### src/rtl/pokemon_pkg.sv
// -----------------------------------------------------------------------------
// pokemon_pkg
// Shared constants and types for the overworld player motion logic:
//   - USB HID keycodes for the movement keys and the run (left shift) key
//   - map geometry (tiles) and tile size (pixels)
//   - facing-direction and motion-state enums
//   - key decoder and map-bounds helper functions
// -----------------------------------------------------------------------------
package pokemon_pkg;

   localparam logic [7:0] KEY_W     = 8'h1A;
   localparam logic [7:0] KEY_A     = 8'h04;
   localparam logic [7:0] KEY_S     = 8'h16;
   localparam logic [7:0] KEY_D     = 8'h07;
   localparam logic [7:0] KEY_SHIFT = 8'hE1;

   localparam int MAP_W       = 20;
   localparam int MAP_H       = 15;
   localparam int TILE_PX     = 16;
   localparam int TURN_FRAMES = 4;
   localparam int TURN_W      = $clog2(TURN_FRAMES);

   localparam logic [4:0] START_X = 5'd10;
   localparam logic [3:0] START_Y = 4'd7;

   // Encodings match the sprite-sheet row order used by the renderer.
   typedef enum logic [1:0] {
      DIR_DOWN  = 2'd0,
      DIR_UP    = 2'd1,
      DIR_LEFT  = 2'd2,
      DIR_RIGHT = 2'd3
   } dir_t;

   typedef enum logic [1:0] {
      ST_IDLE = 2'd0,
      ST_TURN = 2'd1,
      ST_WALK = 2'd2
   } motion_state_t;

   typedef struct packed {
      logic valid;
      dir_t dir;
   } key_dir_t;

   function automatic key_dir_t decode_key(input logic [7:0] kc);
      key_dir_t k;
      k.valid = 1'b1;
      k.dir   = DIR_DOWN;
      case (kc)
         KEY_W:   k.dir = DIR_UP;
         KEY_A:   k.dir = DIR_LEFT;
         KEY_S:   k.dir = DIR_DOWN;
         KEY_D:   k.dir = DIR_RIGHT;
         default: k.valid = 1'b0;
      endcase
      return k;
   endfunction

   // True when the tile adjacent to (x, y) in direction d lies on the map.
   function automatic logic target_in_map(input logic [4:0] x, input logic [3:0] y,
                                          input dir_t d);
      logic ok;
      ok = 1'b0;
      case (d)
         DIR_UP:    ok = (y != 4'd0);
         DIR_DOWN:  ok = (y < 4'(MAP_H - 1));
         DIR_LEFT:  ok = (x != 5'd0);
         DIR_RIGHT: ok = (x < 5'(MAP_W - 1));
         default:   ok = 1'b0;
      endcase
      return ok;
   endfunction

endpackage

### src/rtl/vs_tick_gen.sv
// -----------------------------------------------------------------------------
// vs_tick_gen
// Brings the asynchronous, active-low VGA vertical sync into the Clk domain and
// emits a single-cycle pulse per falling edge (one pulse per video frame).
// Ports:
//   Clk        in   system clock
//   Reset      in   synchronous, active-high
//   VGA_VS     in   vertical sync, active-low, asynchronous to Clk
//   frame_tick out  one-Clk pulse, registered, 3 Clk after a VGA_VS fall
// -----------------------------------------------------------------------------
module vs_tick_gen (
   input  logic Clk,
   input  logic Reset,
   input  logic VGA_VS,
   output logic frame_tick
);

   logic sync0;
   logic sync1;
   logic sync1_d;

   // Flops reset high (the sync idle level) so leaving reset never looks like
   // a falling edge by itself.
   always_ff @(posedge Clk) begin
      if (Reset) begin
         sync0      <= 1'b1;
         sync1      <= 1'b1;
         sync1_d    <= 1'b1;
         frame_tick <= 1'b0;
      end else begin
         // NOTE: non-blocking assignments make each flop sample the previous
         // stage's old value; blocking here would collapse the chain to one flop.
         sync0      <= VGA_VS;
         sync1      <= sync0;
         sync1_d    <= sync1;
         frame_tick <= sync1_d & ~sync1;
      end
   end

endmodule

### src/rtl/player_motion_ctrl.sv
// -----------------------------------------------------------------------------
// player_motion_ctrl
// Tile-based player movement: turning in place, walking or running one tile at
// a time, one pixel (walk) or two pixels (run) per video frame.
// Ports:
//   Clk, Reset      in   system clock; synchronous active-high reset
//   VGA_VS          in   vertical sync (async, active-low), frame time base
//   keycode         in   [7:0] primary HID keycode (W/A/S/D)
//   keycode_b       in   [7:0] secondary keycode (left shift = run)
//   game_active     in   high while the main game screen is drawn
//   direction       out  [1:0] facing direction (dir_t encoding)
//   charIsMoving    out  high while a step is in progress
//   charIsRunning   out  run flag latched for the current step
//   charMoveFrame   out  [1:0] sprite column: 0 stand, 1/2 stride
//   tileX, tileY    out  [4:0]/[3:0] player tile position
//   pixOffset       out  [4:0] pixels travelled in the current step
//   frame_tick      out  one-Clk pulse per frame
// -----------------------------------------------------------------------------
module player_motion_ctrl
   import pokemon_pkg::*;
(
   input  logic       Clk,
   input  logic       Reset,
   input  logic       VGA_VS,
   input  logic [7:0] keycode,
   input  logic [7:0] keycode_b,
   input  logic       game_active,
   output logic [1:0] direction,
   output logic       charIsMoving,
   output logic       charIsRunning,
   output logic [1:0] charMoveFrame,
   output logic [4:0] tileX,
   output logic [3:0] tileY,
   output logic [4:0] pixOffset,
   output logic       frame_tick
);

   motion_state_t     state_q, state_d;
   dir_t              dir_q, dir_d;
   logic [4:0]        x_q, x_d;
   logic [3:0]        y_q, y_d;
   logic [4:0]        pix_q, pix_d;
   logic              parity_q, parity_d;
   logic              run_q, run_d;
   logic [TURN_W-1:0] turn_q, turn_d;

   key_dir_t          key;
   logic              run_key;
   logic              advance;
   logic [5:0]        pix_sum;
   logic [4:0]        step_x;
   logic [3:0]        step_y;

   vs_tick_gen u_vs_tick_gen (
      .Clk        (Clk),
      .Reset      (Reset),
      .VGA_VS     (VGA_VS),
      .frame_tick (frame_tick)
   );

   always_ff @(posedge Clk) begin
      if (Reset) begin
         state_q  <= ST_IDLE;
         dir_q    <= DIR_DOWN;
         x_q      <= START_X;
         y_q      <= START_Y;
         pix_q    <= '0;
         parity_q <= 1'b0;
         run_q    <= 1'b0;
         turn_q   <= '0;
      end else begin
         state_q  <= state_d;
         dir_q    <= dir_d;
         x_q      <= x_d;
         y_q      <= y_d;
         pix_q    <= pix_d;
         parity_q <= parity_d;
         run_q    <= run_d;
         turn_q   <= turn_d;
      end
   end

   always_comb begin
      // NOTE: every next-state variable takes its held value first, so paths
      // that do not assign it keep state instead of inferring a latch.
      state_d  = state_q;
      dir_d    = dir_q;
      x_d      = x_q;
      y_d      = y_q;
      pix_d    = pix_q;
      parity_d = parity_q;
      run_d    = run_q;
      turn_d   = turn_q;

      key     = decode_key(keycode);
      run_key = (keycode_b == KEY_SHIFT);
      advance = frame_tick & game_active;
      pix_sum = {1'b0, pix_q} + (run_q ? 6'd2 : 6'd1);

      // Tile one step ahead of the facing direction; only committed from WALK,
      // which is entered only after the bounds check, so it never wraps.
      step_x = x_q;
      step_y = y_q;
      case (dir_q)
         DIR_UP:    step_y = y_q - 4'd1;
         DIR_DOWN:  step_y = y_q + 4'd1;
         DIR_LEFT:  step_x = x_q - 5'd1;
         DIR_RIGHT: step_x = x_q + 5'd1;
         default:   ;
      endcase

      if (advance) begin
         case (state_q)
            ST_IDLE: begin
               if (key.valid) begin
                  if (key.dir != dir_q) begin
                     dir_d   = key.dir;
                     turn_d  = '0;
                     state_d = ST_TURN;
                  end else if (target_in_map(x_q, y_q, dir_q)) begin
                     state_d = ST_WALK;
                     pix_d   = '0;
                     run_d   = run_key;
                  end
               end
            end

            ST_TURN: begin
               if (turn_q == TURN_W'(TURN_FRAMES - 1)) begin
                  turn_d  = '0;
                  state_d = ST_IDLE;
               end else begin
                  turn_d = turn_q + 1'b1;
               end
            end

            ST_WALK: begin
               if (pix_sum >= 6'(TILE_PX)) begin
                  x_d      = step_x;
                  y_d      = step_y;
                  pix_d    = '0;
                  parity_d = ~parity_q;
                  // Chain straight into the next step so there is no standing
                  // frame between tiles while the key stays down.
                  if (key.valid && (key.dir == dir_q) &&
                      target_in_map(step_x, step_y, dir_q)) begin
                     run_d = run_key;
                  end else begin
                     state_d = ST_IDLE;
                  end
               end else begin
                  pix_d = pix_sum[4:0];
               end
            end

            default: state_d = ST_IDLE;
         endcase
      end
   end

   assign direction     = dir_q;
   assign charIsMoving  = (state_q == ST_WALK);
   assign charIsRunning = run_q;
   assign tileX         = x_q;
   assign tileY         = y_q;
   assign pixOffset     = pix_q;
   // Stride sprite shows for the first half of a step; alternating steps use
   // the left/right stride columns.
   assign charMoveFrame = (state_q == ST_WALK && !pix_q[3]) ?
                          (parity_q ? 2'd2 : 2'd1) : 2'd0;

endmodule

### config.mk
export PLATFORM = sky130hd
export DESIGN_NAME = player_motion_ctrl
export DESIGN_NICKNAME = d
export VERILOG_FILES = /design/src/rtl/pokemon_pkg.sv /design/src/rtl/vs_tick_gen.sv /design/src/rtl/player_motion_ctrl.sv
export SDC_FILE = /design/constraint.sdc
export NUM_CORES = 1
export LEC_CHECK = 0
export BUFFER_PORTS_ARGS = -buffer_cell sky130_fd_sc_hd__buf_2
export CAP_MARGIN = 10
export CORE_ASPECT_RATIO = 1.4
export CORE_MARGIN = 2
export CORE_UTILIZATION = 55
export DETAILED_ROUTE_END_ITERATION = 8
export GPL_TIMING_DRIVEN = 0
export PLACE_DENSITY_LB_ADDON = 0.1
export SLEW_MARGIN = 20
export SYNTH_ARGS = -nofsm -noshare
export SYNTH_HDL_FRONTEND = slang
export SYNTH_SLANG_ARGS = --single-unit
### constraint.sdc
create_clock -name Clk -period 4.6 [get_ports Clk]
set_input_delay 0.46 -clock Clk [delete_from_list [all_inputs] [get_ports Clk]]
set_output_delay 0.46 -clock Clk [all_outputs]
set_load 0.01 [all_outputs]
==> impl_results.html, run 1 <==
<table>
<tr><th>Metric</th><th>Value</th></tr>
<tr><th colspan="2">Job</th></tr>
<tr><td>Reported max-cap violation count</td><td>0</td></tr>
<tr><th colspan="2">Floorplan</th></tr>
<tr><td>DIE WIDTH</td><td>slightly above 50 um</td></tr>
<tr><td>Number of core rows</td><td>24</td></tr>
<tr><td>Overall die height</td><td>a little over 70 um</td></tr>
<tr><td>Io pins</td><td>around 40</td></tr>
<tr><td>Total Die Area</td><td>about 3700 um2</td></tr>
<tr><td>Starting density of the core</td><td>56.7%</td></tr>
<tr><td>Area of the core</td><td>~3100 um2</td></tr>
<tr><th colspan="2">Setup path</th></tr>
<tr><td>Slowest-stage cell, CP</td><td>dfxtp_1</td></tr>
<tr><td>Depth of the worst register-to-register path</td><td>11</td></tr>
<tr><td>Launch instance of the worst register-to-register path</td><td>direction[0]</td></tr>
<tr><td>Crit. End Element</td><td>flip-flop</td></tr>
<tr><td>Maximum fanout along the worst path</td><td>10</td></tr>
<tr><td>Data arrival time at the worst-slack endpoint</td><td>between 3 and 4 ns</td></tr>
<tr><td>Worst reg2reg endpoint</td><td>charIsRunning</td></tr>
<tr><td>R2r setup slk</td><td>1.61 ns</td></tr>
<tr><td>Crit path largest cell delay</td><td>0.43 ns</td></tr>
<tr><td>Critical path launch point type</td><td>flip-flop</td></tr>
<tr><td>Critical path class</td><td>flip-flop to flip-flop</td></tr>
<tr><td>Worst setup startpoint</td><td>direction[0]</td></tr>
<tr><td>Capturing instance or port of the critical path</td><td>charIsRunning</td></tr>
<tr><td>Required time worst endpoint</td><td>4.77 ns</td></tr>
<tr><td>Ordered list of cells on the worst path</td><td>buf_1, nand2_1, ha_1, nand2b_1, o2bb2ai_1, mux2_2, nor4b_1, o31ai_1, nand4_1, a21oi_2, mux2i_1</td></tr>
<tr><th colspan="2">Clock network</th></tr>
<tr><td>Clock sink total</td><td>26</td></tr>
<tr><td>Cts bufs inserted</td><td>3</td></tr>
<tr><td>Clock tree root buffer cell</td><td>clkbuf_8</td></tr>
<tr><td>Depth of the CTS H-tree</td><td>1</td></tr>
<tr><td>Buffers inserted during post-CTS setup optimization</td><td>0</td></tr>
<tr><td>CTS tree</td><td>yes</td></tr>
<tr><td>Post-CTS sizing</td><td>0</td></tr>
<tr><td>Clk pin slew, worst setup/hold paths</td><td>approximately 0.090 ns</td></tr>
<tr><td>Clock latency on the worst-skew pair</td><td>0.27 ns</td></tr>
<tr><td>Number of buffers inserted by hold repair at cts</td><td>0</td></tr>
<tr><td>Clock buffer depth</td><td>2</td></tr>
<tr><th colspan="2">Global route</th></tr>
<tr><td>Largest net degree at the start of global routing</td><td>15</td></tr>
<tr><td>Antenna violations before repair</td><td>0</td></tr>
<tr><td>Total global routing overflow</td><td>0</td></tr>
<tr><td>GRT Resource Usage Total</td><td>21.9%</td></tr>
<tr><td>Global-route wire length before repair</td><td>approximately 6300 um</td></tr>
<tr><td>Via count of the first global-routing pass</td><td>around 1400</td></tr>
<tr><th colspan="2">Finish</th></tr>
<tr><td>Post-layout net count</td><td>about 280</td></tr>
<tr><td>Final standard cell utilization of the core</td><td>66.3%</td></tr>
<tr><td>Fraction of final layout cells with drive strength greater than 1</td><td>25.1%</td></tr>
<tr><td>Leading cell type in the layout, fill and taps excluded</td><td>buf_2</td></tr>
<tr><td>Top library cells by usage in the layout, fill and taps aside</td><td>40 x buf_2, 26 x dfxtp_1, 18 x nand2_1, 18 x nor2_1, 9 x a21oi_1</td></tr>
<tr><td>Number of antenna repair diodes</td><td>0</td></tr>
<tr><td>Layout-stage area growth over the synthesis result</td><td>17.1%</td></tr>
<tr><th colspan="2">Logic synthesis</th></tr>
<tr><td>Synth warnings</td><td>0</td></tr>
<tr><td>Syn Inst Count</td><td>between 200 and 250</td></tr>
<tr><td>Post-Synthesis Net Count</td><td>between 200 and 250</td></tr>
<tr><td>Register area share after synthesis</td><td>between 20% and 30%</td></tr>
<tr><td>Post-synthesis instance area</td><td>~1800 um2</td></tr>
<tr><td>Mean instance size in the synthesized netlist</td><td>8.59 um2</td></tr>
<tr><td>Proportion of synthesized flip-flops having asynchronous set or reset</td><td>0%</td></tr>
<tr><td>Main flop type after synthesis</td><td>dfxtp_1</td></tr>
<tr><td>Count of distinct cell types in the synthesized netlist</td><td>57</td></tr>
<tr><td>Post-synth EDFFs</td><td>0</td></tr>
<tr><td>Synth Register Bits</td><td>26</td></tr>
<tr><th colspan="2">Hold path</th></tr>
<tr><td>Hold path startpoint</td><td>VGA_VS</td></tr>
<tr><td>Class of the tightest hold or removal check</td><td>input port to flip-flop</td></tr>
<tr><th colspan="2">STA</th></tr>
<tr><td>Slew margin rel.</td><td>about 64%</td></tr>
<tr><td>Number of setup violations in the final report</td><td>0</td></tr>
<tr><td>Max frequency</td><td>about 330 MHz</td></tr>
<tr><td>Post-route setup TNS</td><td>0 ns</td></tr>
<tr><td>Count of endpoints failing hold in the final timing report</td><td>0</td></tr>
<tr><td>Max-slew violation total from the final report</td><td>0</td></tr>
<tr><td>Worst Max-Slew Pin Slew</td><td>0.540 ns</td></tr>
<tr><td>Final worst clock skew</td><td>between 0.0015 and 0.002 ns</td></tr>
<tr><td>Fin crit share</td><td>between 60% and 70%</td></tr>
<tr><td>Post-route worst hold slack</td><td>0.367 ns</td></tr>
<tr><td>Min cycle time layout</td><td>roughly 3.0 ns</td></tr>
<tr><td>Setup repair after global routing missed its margin</td><td>no</td></tr>
<tr><th colspan="2">Placed design</th></tr>
<tr><td>Routability Congestion</td><td>0.783</td></tr>
<tr><td>Count of buffers from port buffering</td><td>39</td></tr>
<tr><td>Final HPWL from detailed placement</td><td>around 2900 um</td></tr>
<tr><th colspan="2">Pwr</th></tr>
<tr><td>Total power after layout</td><td>roughly 0.4 mW</td></tr>
<tr><td>Max IR drop VDD</td><td>between 0.0001 and 0.00015 V</td></tr>
<tr><td>Pwr per Cell Area</td><td>a little under 200 nW/um2</td></tr>
<tr><td>Leak Pwr</td><td>~0.86 nW</td></tr>
<tr><th colspan="2">Detailed routing</th></tr>
<tr><td>First-pass iteration count of the detailed router</td><td>4</td></tr>
<tr><td>Antenna viol nets, final</td><td>0</td></tr>
<tr><td>Vias</td><td>1618</td></tr>
<tr><td>Routed wire length per instance</td><td>roughly 13 um</td></tr>
<tr><td>Average via count per standard cell</td><td>about 5.7</td></tr>
<tr><td>Drt initial violations</td><td>37</td></tr>
<tr><td>Routed wire length</td><td>3770 um</td></tr>
<tr><td># DRC</td><td>0</td></tr>
<tr><th colspan="2">Outcome</th></tr>
<tr><td>Status</td><td>finished, final reports clean</td></tr>
</table>
-- area by class of cell --
cell class	count	area [um2]
Multi-Input combinational cell	165	1180
Fill cell	284	1040
Sequential cell	26	520
Timing Repair Buffer	39	195
Clock buffer	4	55.1
Tap cell	39	48.8
Inverter	7	26.3
Buffer	6	23.8
-- critical path, delay by kind of cell, from the launching register on --
kind	cells	cell delay, ns
buf+inv	1	0.40
fa+ha+maj	1	0.39
compound gates	3	0.39
flops	1	0.43
mux	2	0.49
simple gates	4	0.79
-- worst min-delay path by stage --
stage	to	cells after the start
after floorplan	u_vs_tick_gen.sync1	1
after global placement	u_vs_tick_gen.sync1	1
after detailed placement	u_vs_tick_gen.sync1	1
after CTS	u_vs_tick_gen.sync0	2
after global routing	u_vs_tick_gen.sync0	2
final	u_vs_tick_gen.sync0	2
-- synth_stat cells, types with 4 or more instances --
master	instances	area (um2)
ha_1	8	100
o21a_1	4	30.0
clkbuf_1	4	15.0
nand2_1	18	67.6
dfxtp_1	26	521
o21ai_0	4	20.0
nand2b_1	7	43.8
a21oi_1	9	45.0
nor2_1	18	67.6
nand3_1	5	25.0
a211o_1	6	52.6
nor3_1	7	35.0
or2_2	6	37.5
inv_1	7	26.3
xnor2_1	6	52.6
xor2_1	7	61.3
-- kinds of logic after synthesis --
logic type	count (synthesis)	share of synthesized area, %
and+or+nand+nor	94	31.7
AOI/OAI and AO/OA	44	18.3
DFF	26	29.7
xor gates and xnor gates	13	6.50
buffers and inverters	13	2.85
adders and majority gates	11	9.14
muxes	3	1.78
-- metrics by stage --
step | setup slack (ns) | cell area, um2 | std cells
after global placement | 1.66 | 2000 | 282
after detailed placement | 1.62 | 2000 | 282
after floorplan | 1.97 | 1750 | 204
after global routing | 1.38 | 2050 | 286
final | 1.61 | 2050 | 286
after CTS | 1.59 | 2050 | 286
-- state kept, by name, indices dropped and copies added, names as in the netlist --
name                      count
charIsRunning                 1
direction                     2
parity_q                      1
pixOffset                     5
state_q                       2
tileX                         5
tileY                         4
turn_q                        2
u_vs_tick_gen.frame_tick      1
u_vs_tick_gen.sync0           1
u_vs_tick_gen.sync1           1
u_vs_tick_gen.sync1_d         1
-- power by group --
group          switching, mW  total (mW)  internal (mW)
logic                 0.0138      0.0258         0.0121
registers           0.000292       0.226          0.226
clock network         0.0717       0.148         0.0765
total                 0.0857       0.400          0.315
-- per-layer routing --
| layer | wire (um) | up-vias | GRT usage (%) |
|---|---|---|---|
| met1 | 1610 | 754 | 25.3 |
| met4 | 40 | 0 | 6.43 |
| li1 | - | 825 | - |
| met2 | 2000 | 33 | 40.3 |
| met5 | 0 | - | 0 |
| met3 | 120 | 6 | 3.16 |
(Power assumes the default switching activity.)
==> run 2: changes to the inputs <==
--- a/config.mk
+++ b/config.mk
@@ -9,7 +9,7 @@
 export CAP_MARGIN = 10
 export CORE_ASPECT_RATIO = 1.4
 export CORE_MARGIN = 2
-export CORE_UTILIZATION = 55
+export CORE_UTILIZATION = 48
 export DETAILED_ROUTE_END_ITERATION = 8
 export GPL_TIMING_DRIVEN = 0
 export PLACE_DENSITY_LB_ADDON = 0.1
==> constraint.sdc (replaced) <==
create_clock -name Clk -period 2.7 [get_ports Clk]
set_input_delay 0.27 -clock Clk [delete_from_list [all_inputs] [get_ports Clk]]
set_output_delay 0.27 -clock Clk [all_outputs]
set_load 0.01 [all_outputs]
==> run 2 against run 1 <==
  * Final cell count grew 1.4%
  * Largest power group unchanged
  * Largest cell class unchanged
  * Clock skew is 0.0015 ns higher
  * First-iteration DRC count fell by 41%
  * Cell area up 3.2%
  * Register-to-register slack worse by 1.4 ns
  * Non-clock buffer count rose by 2
  * Power up 63%
==> impl_results.html, run 2 (synthesized netlist as in run 1, its figures left out) <==
<table>
<tr><th>Metric</th><th>Value</th></tr>
<tr><th colspan="2">Detailed routing</th></tr>
<tr><td>Vias</td><td>1623</td></tr>
<tr><td>Antenna viol nets, final</td><td>0</td></tr>
<tr><td>Routed wire length per instance</td><td>13.6 um</td></tr>
<tr><td>First-pass iteration count of the detailed router</td><td>4</td></tr>
<tr><td>Drt initial violations</td><td>22</td></tr>
<tr><td>Average via count per standard cell</td><td>roughly 5.6</td></tr>
<tr><td># DRC</td><td>0</td></tr>
<tr><td>Routed wire length</td><td>~4000 um</td></tr>
<tr><th colspan="2">Finish</th></tr>
<tr><td>Top library cells by usage in the layout, fill and taps aside</td><td>39 x buf_2, 23 x dfxtp_1, 17 x nor2_1</td></tr>
<tr><td>Final Non-Filler Cells</td><td>290</td></tr>
<tr><td>Fill cell total of the finished layout</td><td>355</td></tr>
<tr><td>Fraction of final layout cells with drive strength greater than 1</td><td>a little under a third</td></tr>
<tr><td>Post-layout net count</td><td>between 200 and 300</td></tr>
<tr><td>Layout-stage area growth over the synthesis result</td><td>20.8%</td></tr>
<tr><td>Leading cell type in the layout, fill and taps excluded</td><td>buf_2</td></tr>
<tr><td>Multi-input gate area</td><td>1220 um2</td></tr>
<tr><td>Total area of sequential cells</td><td>between 500 and 600 um2</td></tr>
<tr><td>Total non-filler cell area in the finished layout</td><td>about 2100 um2</td></tr>
<tr><td>Number of antenna repair diodes</td><td>0</td></tr>
<tr><th colspan="2">STA</th></tr>
<tr><td>Slew margin rel.</td><td>about three fifths</td></tr>
<tr><td>Post-route worst hold slack</td><td>~0.17 ns</td></tr>
<tr><td>Max frequency</td><td>398 MHz</td></tr>
<tr><td>Max-slew violation total from the final report</td><td>0</td></tr>
<tr><td>Fin crit share</td><td>approximately 93%</td></tr>
<tr><td>Final setup margin</td><td>approximately 0.18 ns</td></tr>
<tr><td>Final worst clock skew</td><td>slightly below 0.003 ns</td></tr>
<tr><td>Number of setup violations in the final report</td><td>0</td></tr>
<tr><td>Min cycle time layout</td><td>2.52 ns</td></tr>
<tr><td>Worst Max-Slew Pin Slew</td><td>between 0.6 and 0.7 ns</td></tr>
<tr><td>Count of endpoints failing hold in the final timing report</td><td>0</td></tr>
<tr><th colspan="2">Setup path</th></tr>
<tr><td>Critical path class</td><td>flip-flop to flip-flop</td></tr>
<tr><td>Maximum fanout along the worst path</td><td>10</td></tr>
<tr><td>Worst reg2reg endpoint</td><td>charIsRunning</td></tr>
<tr><td>Crit. End Element</td><td>flip-flop</td></tr>
<tr><td>Launch instance of the worst register-to-register path</td><td>direction[1]</td></tr>
<tr><td>Depth of the worst register-to-register path</td><td>12</td></tr>
<tr><td>Critical path launch point type</td><td>flip-flop</td></tr>
<tr><td>R2r setup slk</td><td>~0.18 ns</td></tr>
<tr><td>Required time worst endpoint</td><td>slightly below 3 ns</td></tr>
<tr><td>Slowest-stage cell, CP</td><td>fa_2</td></tr>
<tr><td>Crit path largest cell delay</td><td>~0.37 ns</td></tr>
<tr><td>Family of cells with the greatest summed delay on the critical path</td><td>compound AO/OA/AOI/OAI gates</td></tr>
<tr><td>Ordered list of cells on the worst path</td><td>buf_6, nand2_4, inv_1, fa_2, nand2b_1, o2bb2ai_2, mux2_2, nor4b_2, o31ai_2, nand4_1, a21oi_2, mux2i_1</td></tr>
<tr><td>WP buf/inv</td><td>2</td></tr>
<tr><td>Data arrival time at the worst-slack endpoint</td><td>2.72 ns</td></tr>
<tr><th colspan="2">Clock network</th></tr>
<tr><td>Cts bufs inserted</td><td>3</td></tr>
<tr><td>Clock latency on the worst-skew pair</td><td>0.27 ns</td></tr>
<tr><td>Depth of the CTS H-tree</td><td>1</td></tr>
<tr><td>Clock buffer depth</td><td>2</td></tr>
<tr><td>Clock sink total</td><td>26</td></tr>
<tr><td>Clock tree root buffer cell</td><td>clkbuf_8</td></tr>
<tr><td>Clk pin slew, worst setup/hold paths</td><td>0.09 ns</td></tr>
<tr><td>Number of buffers inserted by hold repair at cts</td><td>0</td></tr>
<tr><td>CTS tree</td><td>yes</td></tr>
<tr><th colspan="2">Hold path</th></tr>
<tr><td>Endpoint, Worst Hold</td><td>u_vs_tick_gen.sync0</td></tr>
<tr><td>Hold path cells</td><td>2</td></tr>
<tr><td>Hold path startpoint</td><td>VGA_VS</td></tr>
<tr><td>Class of the tightest hold or removal check</td><td>input port to flip-flop</td></tr>
<tr><th colspan="2">Outcome</th></tr>
<tr><td>Status</td><td>finished, final reports clean</td></tr>
<tr><th colspan="2">Global route</th></tr>
<tr><td>GRT Resource Usage Total</td><td>21.1%</td></tr>
<tr><td>Largest net degree at the start of global routing</td><td>14</td></tr>
<tr><td>Total global routing overflow</td><td>0</td></tr>
<tr><td>Via count of the first global-routing pass</td><td>between 1000 and 1500</td></tr>
<tr><td>Global-route wire length before repair</td><td>6450 um</td></tr>
<tr><td>Antenna violations before repair</td><td>0</td></tr>
<tr><th colspan="2">Placed design</th></tr>
<tr><td>Worst setup slack after placement</td><td>-0.264 ns</td></tr>
<tr><td>Placed instance area</td><td>~2000 um2</td></tr>
<tr><td>Count of buffers from port buffering</td><td>39</td></tr>
<tr><td>Final HPWL from detailed placement</td><td>about 3000 um</td></tr>
<tr><td>Total instance count after detailed placement</td><td>around 290</td></tr>
<tr><td>Routability Congestion</td><td>about 0.73</td></tr>
<tr><th colspan="2">Pwr</th></tr>
<tr><td>Max IR drop VDD</td><td>between 0.0002 and 0.00025 V</td></tr>
<tr><td>Pwr per Cell Area</td><td>between 300 and 400 nW/um2</td></tr>
<tr><td>Leak Pwr</td><td>between 0.8 and 0.9 nW</td></tr>
<tr><th colspan="2">Job</th></tr>
<tr><td>Reported max-cap violation count</td><td>0</td></tr>
<tr><th colspan="2">Floorplan</th></tr>
<tr><td>DIE WIDTH</td><td>roughly 55 um</td></tr>
<tr><td>Total Die Area</td><td>4160 um2</td></tr>
<tr><td>Starting density of the core</td><td>roughly half</td></tr>
<tr><td>Overall die height</td><td>~76 um</td></tr>
<tr><td>Area of the core</td><td>~3600 um2</td></tr>
<tr><td>Number of core rows</td><td>26</td></tr>
<tr><td>Io pins</td><td>between 40 and 50</td></tr>
</table>
run 2: cell types whose count changed in the layout (fill, tap and decap cells not counted), sizes merged:
cell / previous run / this run
clkbuf: 8 / 7
buf: 41 / 43
run 2: area by class of cell:
class | instances | share of cell area, %
Multi-Input combinational cell | 165 | 57.9
Clock buffer | 3 | 1.95
Tap cell | 42 | 2.48
Buffer | 6 | 1.77
Inverter | 7 | 1.24
Sequential cell | 26 | 24.8
Timing Repair Buffer | 41 | 9.93
run 2: repair_timing:
action,4_1_cts,5_1_grt
setup buffers,1,1
endpoints found under the setup margin,2,13
pin swaps,2,5
gates resized for setup,7,11
run 2: worst reg2reg max path: stages, from the launching register on:
cell and delay, ns:
dfxtp_2 0.36, buf_6 0.15, nand2_4 0.08, inv_1 0.06, fa_2 0.37, nand2b_1 0.17, o2bb2ai_2 0.14, mux2_2 0.25
nor4b_2 0.05, o31ai_2 0.30, nand4_1 0.15, a21oi_2 0.17, mux2i_1 0.18
run 2: how the worst max path moves through the flow:
| stage | startpoint | end | slack (ns) | cells after the start |
|---|---|---|---|---|
| floorplan | direction[0] | charIsRunning | 0.07 | 11 |
| finish | direction[1] | charIsRunning | 0.18 | 12 |
| detailed placement | direction[0] | charIsRunning | -0.26 | 11 |
| CTS | charIsRunning | tileX[4] | 0.005 | 10 |
| global route | direction[0] | charIsRunning | -0.0009 | 10 |
| global placement | direction[0] | charIsRunning | -0.27 | 11 |
run 2: metrics by stage:
stage / power [mW] / util (%) / setup TNS, ns
detailed placement: 0.439 / 55.9 / -0.429
global placement: 0.438 / 55.9 / -0.440
CTS: 0.658 / 57.7 / 0
floorplan: 0.417 / - / 0
finish: 0.652 / 59.2 / 0
global route: 0.673 / 59.2 / -0.000851
run 2: power by group:
group	total (mW)	leakage, nW	switching, mW	internal [mW]
sequential	0.386	0.212	0.000520	0.385
clock	0.222	0.0216	0.121	0.100
combinational	0.0442	0.656	0.0236	0.0206
run 2: per-layer routing:
layer | vias to the layer above | share of wire [%] | global-route usage (%)
met3 | 5 | 3.1 | 2.35
met2 | 28 | 52 | 40.1
li1 | 827 | - | -
met5 | - | 0 | 0
met4 | 0 | 1.6 | 8.13
met1 | 763 | 43 | 23.1
==> run 3: changes to the inputs <==
--- a/config.mk
+++ b/config.mk
@@ -8,12 +8,12 @@
 export BUFFER_PORTS_ARGS = -buffer_cell sky130_fd_sc_hd__buf_2
 export CAP_MARGIN = 10
 export CORE_ASPECT_RATIO = 1.4
-export CORE_MARGIN = 2
-export CORE_UTILIZATION = 48
+export CORE_UTILIZATION = 49
 export DETAILED_ROUTE_END_ITERATION = 8
 export GPL_TIMING_DRIVEN = 0
 export PLACE_DENSITY_LB_ADDON = 0.1
 export SLEW_MARGIN = 20
 export SYNTH_ARGS = -nofsm -noshare
 export SYNTH_HDL_FRONTEND = slang
+export SYNTH_HIERARCHICAL = 1
 export SYNTH_SLANG_ARGS = --single-unit
==> run 3 against run 2 <==
  * Area after synthesis grew 2.9%
  * Routed wire length up 6.9%
  * First-iteration DRC count rose by 140%
  * Register-to-register slack worse by 0.11 ns
  * Combinational power is 2% higher
  * Clock skew increased by 0.0015 ns
  * Non-clock buffer count grew 8
  * Final cell count up 3.4%
  * Via count grew 5.3%
  * Synthesized cell count is 1.5% higher
  * Power increased by 5.4%
  * Global-route usage grew 1.2 points
==> impl_results.html, run 3 <==
<table>
<tr><th>Metric</th><th>Value</th></tr>
<tr><th colspan="2">Outcome</th></tr>
<tr><td>Status</td><td>finished, final reports clean</td></tr>
<tr><th colspan="2">Finish</th></tr>
<tr><td>Final standard cell utilization of the core</td><td>65.1%</td></tr>
<tr><td>Fraction of final layout cells with drive strength greater than 1</td><td>between 30% and 40%</td></tr>
<tr><td>Layout-stage area growth over the synthesis result</td><td>24.1%</td></tr>
<tr><td>Top library cells by usage in the layout, fill and taps aside</td><td>40 x buf_2, 22 x dfxtp_1, 17 x nand2_1</td></tr>
<tr><td>Number of antenna repair diodes</td><td>0</td></tr>
<tr><td>Leading cell type in the layout, fill and taps excluded</td><td>buf_2</td></tr>
<tr><td>Post-layout net count</td><td>292</td></tr>
<tr><td>Total non-filler cell area in the finished layout</td><td>2240 um2</td></tr>
<tr><td>Final Non-Filler Cells</td><td>300</td></tr>
<tr><th colspan="2">Pwr</th></tr>
<tr><td>Max IR drop VDD</td><td>~0.00033 V</td></tr>
<tr><td>Leak Pwr</td><td>between 0.9 and 1 nW</td></tr>
<tr><td>Pwr per Cell Area</td><td>slightly above 300 nW/um2</td></tr>
<tr><th colspan="2">Detailed routing</th></tr>
<tr><td>Routed wire length</td><td>4210 um</td></tr>
<tr><td># DRC</td><td>0</td></tr>
<tr><td>Average via count per standard cell</td><td>between 5 and 6</td></tr>
<tr><td>Vias</td><td>~1700</td></tr>
<tr><td>Antenna viol nets, final</td><td>0</td></tr>
<tr><td>Drt initial violations</td><td>52</td></tr>
<tr><td>Routed wire length per instance</td><td>~14 um</td></tr>
<tr><td>First-pass iteration count of the detailed router</td><td>4</td></tr>
<tr><th colspan="2">Global route</th></tr>
<tr><td>Via count of the first global-routing pass</td><td>roughly 1500</td></tr>
<tr><td>Largest net degree at the start of global routing</td><td>15</td></tr>
<tr><td>Global-route wire length before repair</td><td>6580 um</td></tr>
<tr><td>Antenna violations before repair</td><td>0</td></tr>
<tr><td>GRT Resource Usage Total</td><td>around 22%</td></tr>
<tr><td>Total global routing overflow</td><td>0</td></tr>
<tr><th colspan="2">Clock network</th></tr>
<tr><td>CTS tree</td><td>yes</td></tr>
<tr><td>Cts bufs inserted</td><td>3</td></tr>
<tr><td>Depth of the CTS H-tree</td><td>1</td></tr>
<tr><td>Number of buffers inserted by hold repair at cts</td><td>0</td></tr>
<tr><td>Clock latency on the worst-skew pair</td><td>approximately 0.27 ns</td></tr>
<tr><td>Clock sink total</td><td>26</td></tr>
<tr><td>Clk pin slew, worst setup/hold paths</td><td>~0.1 ns</td></tr>
<tr><td>Clock buffer depth</td><td>2</td></tr>
<tr><td>Clock tree root buffer cell</td><td>clkbuf_8</td></tr>
<tr><th colspan="2">STA</th></tr>
<tr><td>Max frequency</td><td>between 300 and 400 MHz</td></tr>
<tr><td>Setup repair after global routing missed its margin</td><td>yes</td></tr>
<tr><td>Final worst clock skew</td><td>0.00445 ns</td></tr>
<tr><td>Count of endpoints failing hold in the final timing report</td><td>0</td></tr>
<tr><td>Worst Max-Slew Pin Slew</td><td>approximately 0.60 ns</td></tr>
<tr><td>Min cycle time layout</td><td>2.62 ns</td></tr>
<tr><td>Slew margin rel.</td><td>about three fifths</td></tr>
<tr><td>Max-slew violation total from the final report</td><td>0</td></tr>
<tr><td>Fin crit share</td><td>between 90 and 100%</td></tr>
<tr><td>Number of setup violations in the final report</td><td>0</td></tr>
<tr><th colspan="2">Logic synthesis</th></tr>
<tr><td>Post-synth EDFFs</td><td>0</td></tr>
<tr><td>Synth top area share</td><td>roughly 29%</td></tr>
<tr><td>Cell types with the highest counts after synthesis</td><td>26 x dfxtp_1, 18 x nand2_1, 17 x a21oi_1</td></tr>
<tr><td>Proportion of synthesized area in mux cells</td><td>about 2.5%</td></tr>
<tr><td>Proportion of synthesized flip-flops having asynchronous set or reset</td><td>0%</td></tr>
<tr><td>Synth warnings</td><td>6</td></tr>
<tr><td>Mean instance size in the synthesized netlist</td><td>between 8 and 9 um2</td></tr>
<tr><td>Compound-cell area share of the yosys netlist</td><td>around a fifth</td></tr>
<tr><td>Fraction of synthesized cell area in xor and xnor cells</td><td>under 10%</td></tr>
<tr><td>Post-Synthesis Net Count</td><td>roughly 240</td></tr>
<tr><td>Main combinational cell family by area after synthesis</td><td>simple AND/OR/NAND/NOR gates</td></tr>
<tr><td>Adder and majority cell fraction of the synthesized area</td><td>8.88%</td></tr>
<tr><td>Syn Inst Count</td><td>slightly above 200</td></tr>
<tr><td>Count of distinct cell types in the synthesized netlist</td><td>57</td></tr>
<tr><td>Simple-gate portion of the synthesized area</td><td>roughly 28%</td></tr>
<tr><td>Top cell type by total area after synthesis</td><td>dfxtp_1</td></tr>
<tr><td>Leading cell types by total area after synthesis</td><td>dfxtp_1 29%, ha_1 5.5%, xnor2_1 5.3%</td></tr>
<tr><td>Synth Register Bits</td><td>26</td></tr>
<tr><td>Register area share after synthesis</td><td>about 29%</td></tr>
<tr><td>Most frequent cell after synthesis</td><td>dfxtp_1</td></tr>
<tr><td>Main flop type after synthesis</td><td>dfxtp_1</td></tr>
<tr><td>Post-synthesis instance area</td><td>about 1800 um2</td></tr>
<tr><th colspan="2">Setup path</th></tr>
<tr><td>Critical path launch point type</td><td>flip-flop</td></tr>
<tr><td>Capturing instance or port of the critical path</td><td>charIsRunning</td></tr>
<tr><td>R2r setup slk</td><td>just under 0.08 ns</td></tr>
<tr><td>Worst setup startpoint</td><td>direction[0]</td></tr>
<tr><td>Required time worst endpoint</td><td>2.87 ns</td></tr>
<tr><td>Critical path class</td><td>flip-flop to flip-flop</td></tr>
<tr><td>WP buf/inv</td><td>2</td></tr>
<tr><td>Launch instance of the worst register-to-register path</td><td>direction[0]</td></tr>
<tr><td>Worst reg2reg endpoint</td><td>charIsRunning</td></tr>
<tr><td>Family of cells with the greatest summed delay on the critical path</td><td>compound AO/OA/AOI/OAI gates</td></tr>
<tr><td>Logic depth of the worst setup path including buffers</td><td>11</td></tr>
<tr><td>Crit path largest cell delay</td><td>between 0.3 and 0.4 ns</td></tr>
<tr><td>Crit. End Element</td><td>flip-flop</td></tr>
<tr><td>Data arrival time at the worst-slack endpoint</td><td>2.79 ns</td></tr>
<tr><td>Depth of the worst register-to-register path</td><td>11</td></tr>
<tr><td>Maximum fanout along the worst path</td><td>10</td></tr>
<tr><td>Slowest-stage cell, CP</td><td>dfxtp_2</td></tr>
<tr><td>Ordered list of cells on the worst path</td><td>buf_6, nand2_8, inv_1, fa_2, nand2b_1, a21oi_2, mux2i_1, a32oi_1, o2111a_2, o2111a_1, a211o_1</td></tr>
<tr><th colspan="2">Placed design</th></tr>
<tr><td>Routability Congestion</td><td>a little over 0.8</td></tr>
<tr><td>Final HPWL from detailed placement</td><td>approximately 3000 um</td></tr>
<tr><td>Count of buffers from port buffering</td><td>40</td></tr>
<tr><td>Total instance count after detailed placement</td><td>around 290</td></tr>
<tr><td>Placed instance area</td><td>between 2000 and 2500 um2</td></tr>
<tr><th colspan="2">Floorplan</th></tr>
<tr><td>Overall die height</td><td>~74 um</td></tr>
<tr><td>Starting density of the core</td><td>between 50 and 60%</td></tr>
<tr><td>Area of the core</td><td>3440 um2</td></tr>
<tr><td>Io pins</td><td>approximately 40</td></tr>
<tr><td>Number of core rows</td><td>25</td></tr>
<tr><td>DIE WIDTH</td><td>between 50 and 60 um</td></tr>
<tr><td>Total Die Area</td><td>between 3000 and 4000 um2</td></tr>
<tr><th colspan="2">Hold path</th></tr>
<tr><td>Class of the tightest hold or removal check</td><td>input port to flip-flop</td></tr>
<tr><th colspan="2">Job</th></tr>
<tr><td>Reported max-cap violation count</td><td>0</td></tr>
</table>
## run 3: report_power, final
group / switching [mW] / internal, mW
clock network: 0.126 / 0.130
registers: 0.000652 / 0.384
logic: 0.0241 / 0.0211
## run 3: worst min-delay path by stage
stage	start	to	slack (ns)	cells after the start
floorplan	Reset	u_vs_tick_gen/frame_tick	0.35	1
global placement	u_vs_tick_gen/sync0	u_vs_tick_gen/sync1	0.39	1
detailed placement	u_vs_tick_gen/sync0	u_vs_tick_gen/sync1	0.39	1
CTS	VGA_VS	u_vs_tick_gen/sync0	0.17	2
global route	VGA_VS	u_vs_tick_gen/sync0	0.17	2
finish	VGA_VS	u_vs_tick_gen/sync0	0.17	2
## run 3: layout make-up
cell class / instances / area (um2)
multi-input combinational: 169 / 1270
fill: 323 / 1200
sequential: 26 / 528
timing repair buffer: 49 / 268
clock buffer: 4 / 55.1
tap: 40 / 50.0
buffer: 6 / 45.0
inverter: 6 / 22.5
## run 3: per-stage QoR
step	TNS [ns]	hold WS [ns]	setup slack, ns	power (mW)
floorplan	0	0.346	0.0314	0.415
global placement	-0.469	0.391	-0.200	0.439
detailed placement	-0.468	0.393	-0.200	0.439
CTS	0	0.171	0.0340	0.693
global route	-0.0589	0.171	-0.0589	0.709
finish	0	0.175	0.0785	0.687
## run 3: logic make-up (layout without fill, tap and decap cells)
| group | after synthesis | count (layout) |
|---|---|---|
| and+or+nand+nor | 86 | 86 |
| AOI/OAI and AO/OA | 52 | 52 |
| DFF | 26 | 26 |
| xor gates and xnor gates | 16 | 16 |
| buffers and inverters | 12 | 65 |
| adders and majority gates | 11 | 11 |
| muxes | 4 | 4 |
## run 3: worst reg2reg max path, cell delays in order, from the launching register on
cell	delay (ns)
dfxtp_2	0.36
buf_6	0.16
nand2_8	0.09
inv_1	0.06
fa_2	0.35
nand2b_1	0.16
a21oi_2	0.22
mux2i_1	0.23
a32oi_1	0.12
o2111a_2	0.29
o2111a_1	0.23
a211o_1	0.26
## run 3: layer usage
layer / share of wire, % / GRT usage (%) / vias up
met5: 0 / 0 / -
met4: 1.1 / 7.89 / 0
met3: 3.6 / 3.31 / 5
met2: 51 / 37.8 / 50
met1: 45 / 27.9 / 784
li1: - / - / 870
## run 3: what timing repair did
item,CTS,global route
resized for setup,14,6
pin swaps,5,4
buffers inserted,6,3
endpoints found under the setup margin,6,5
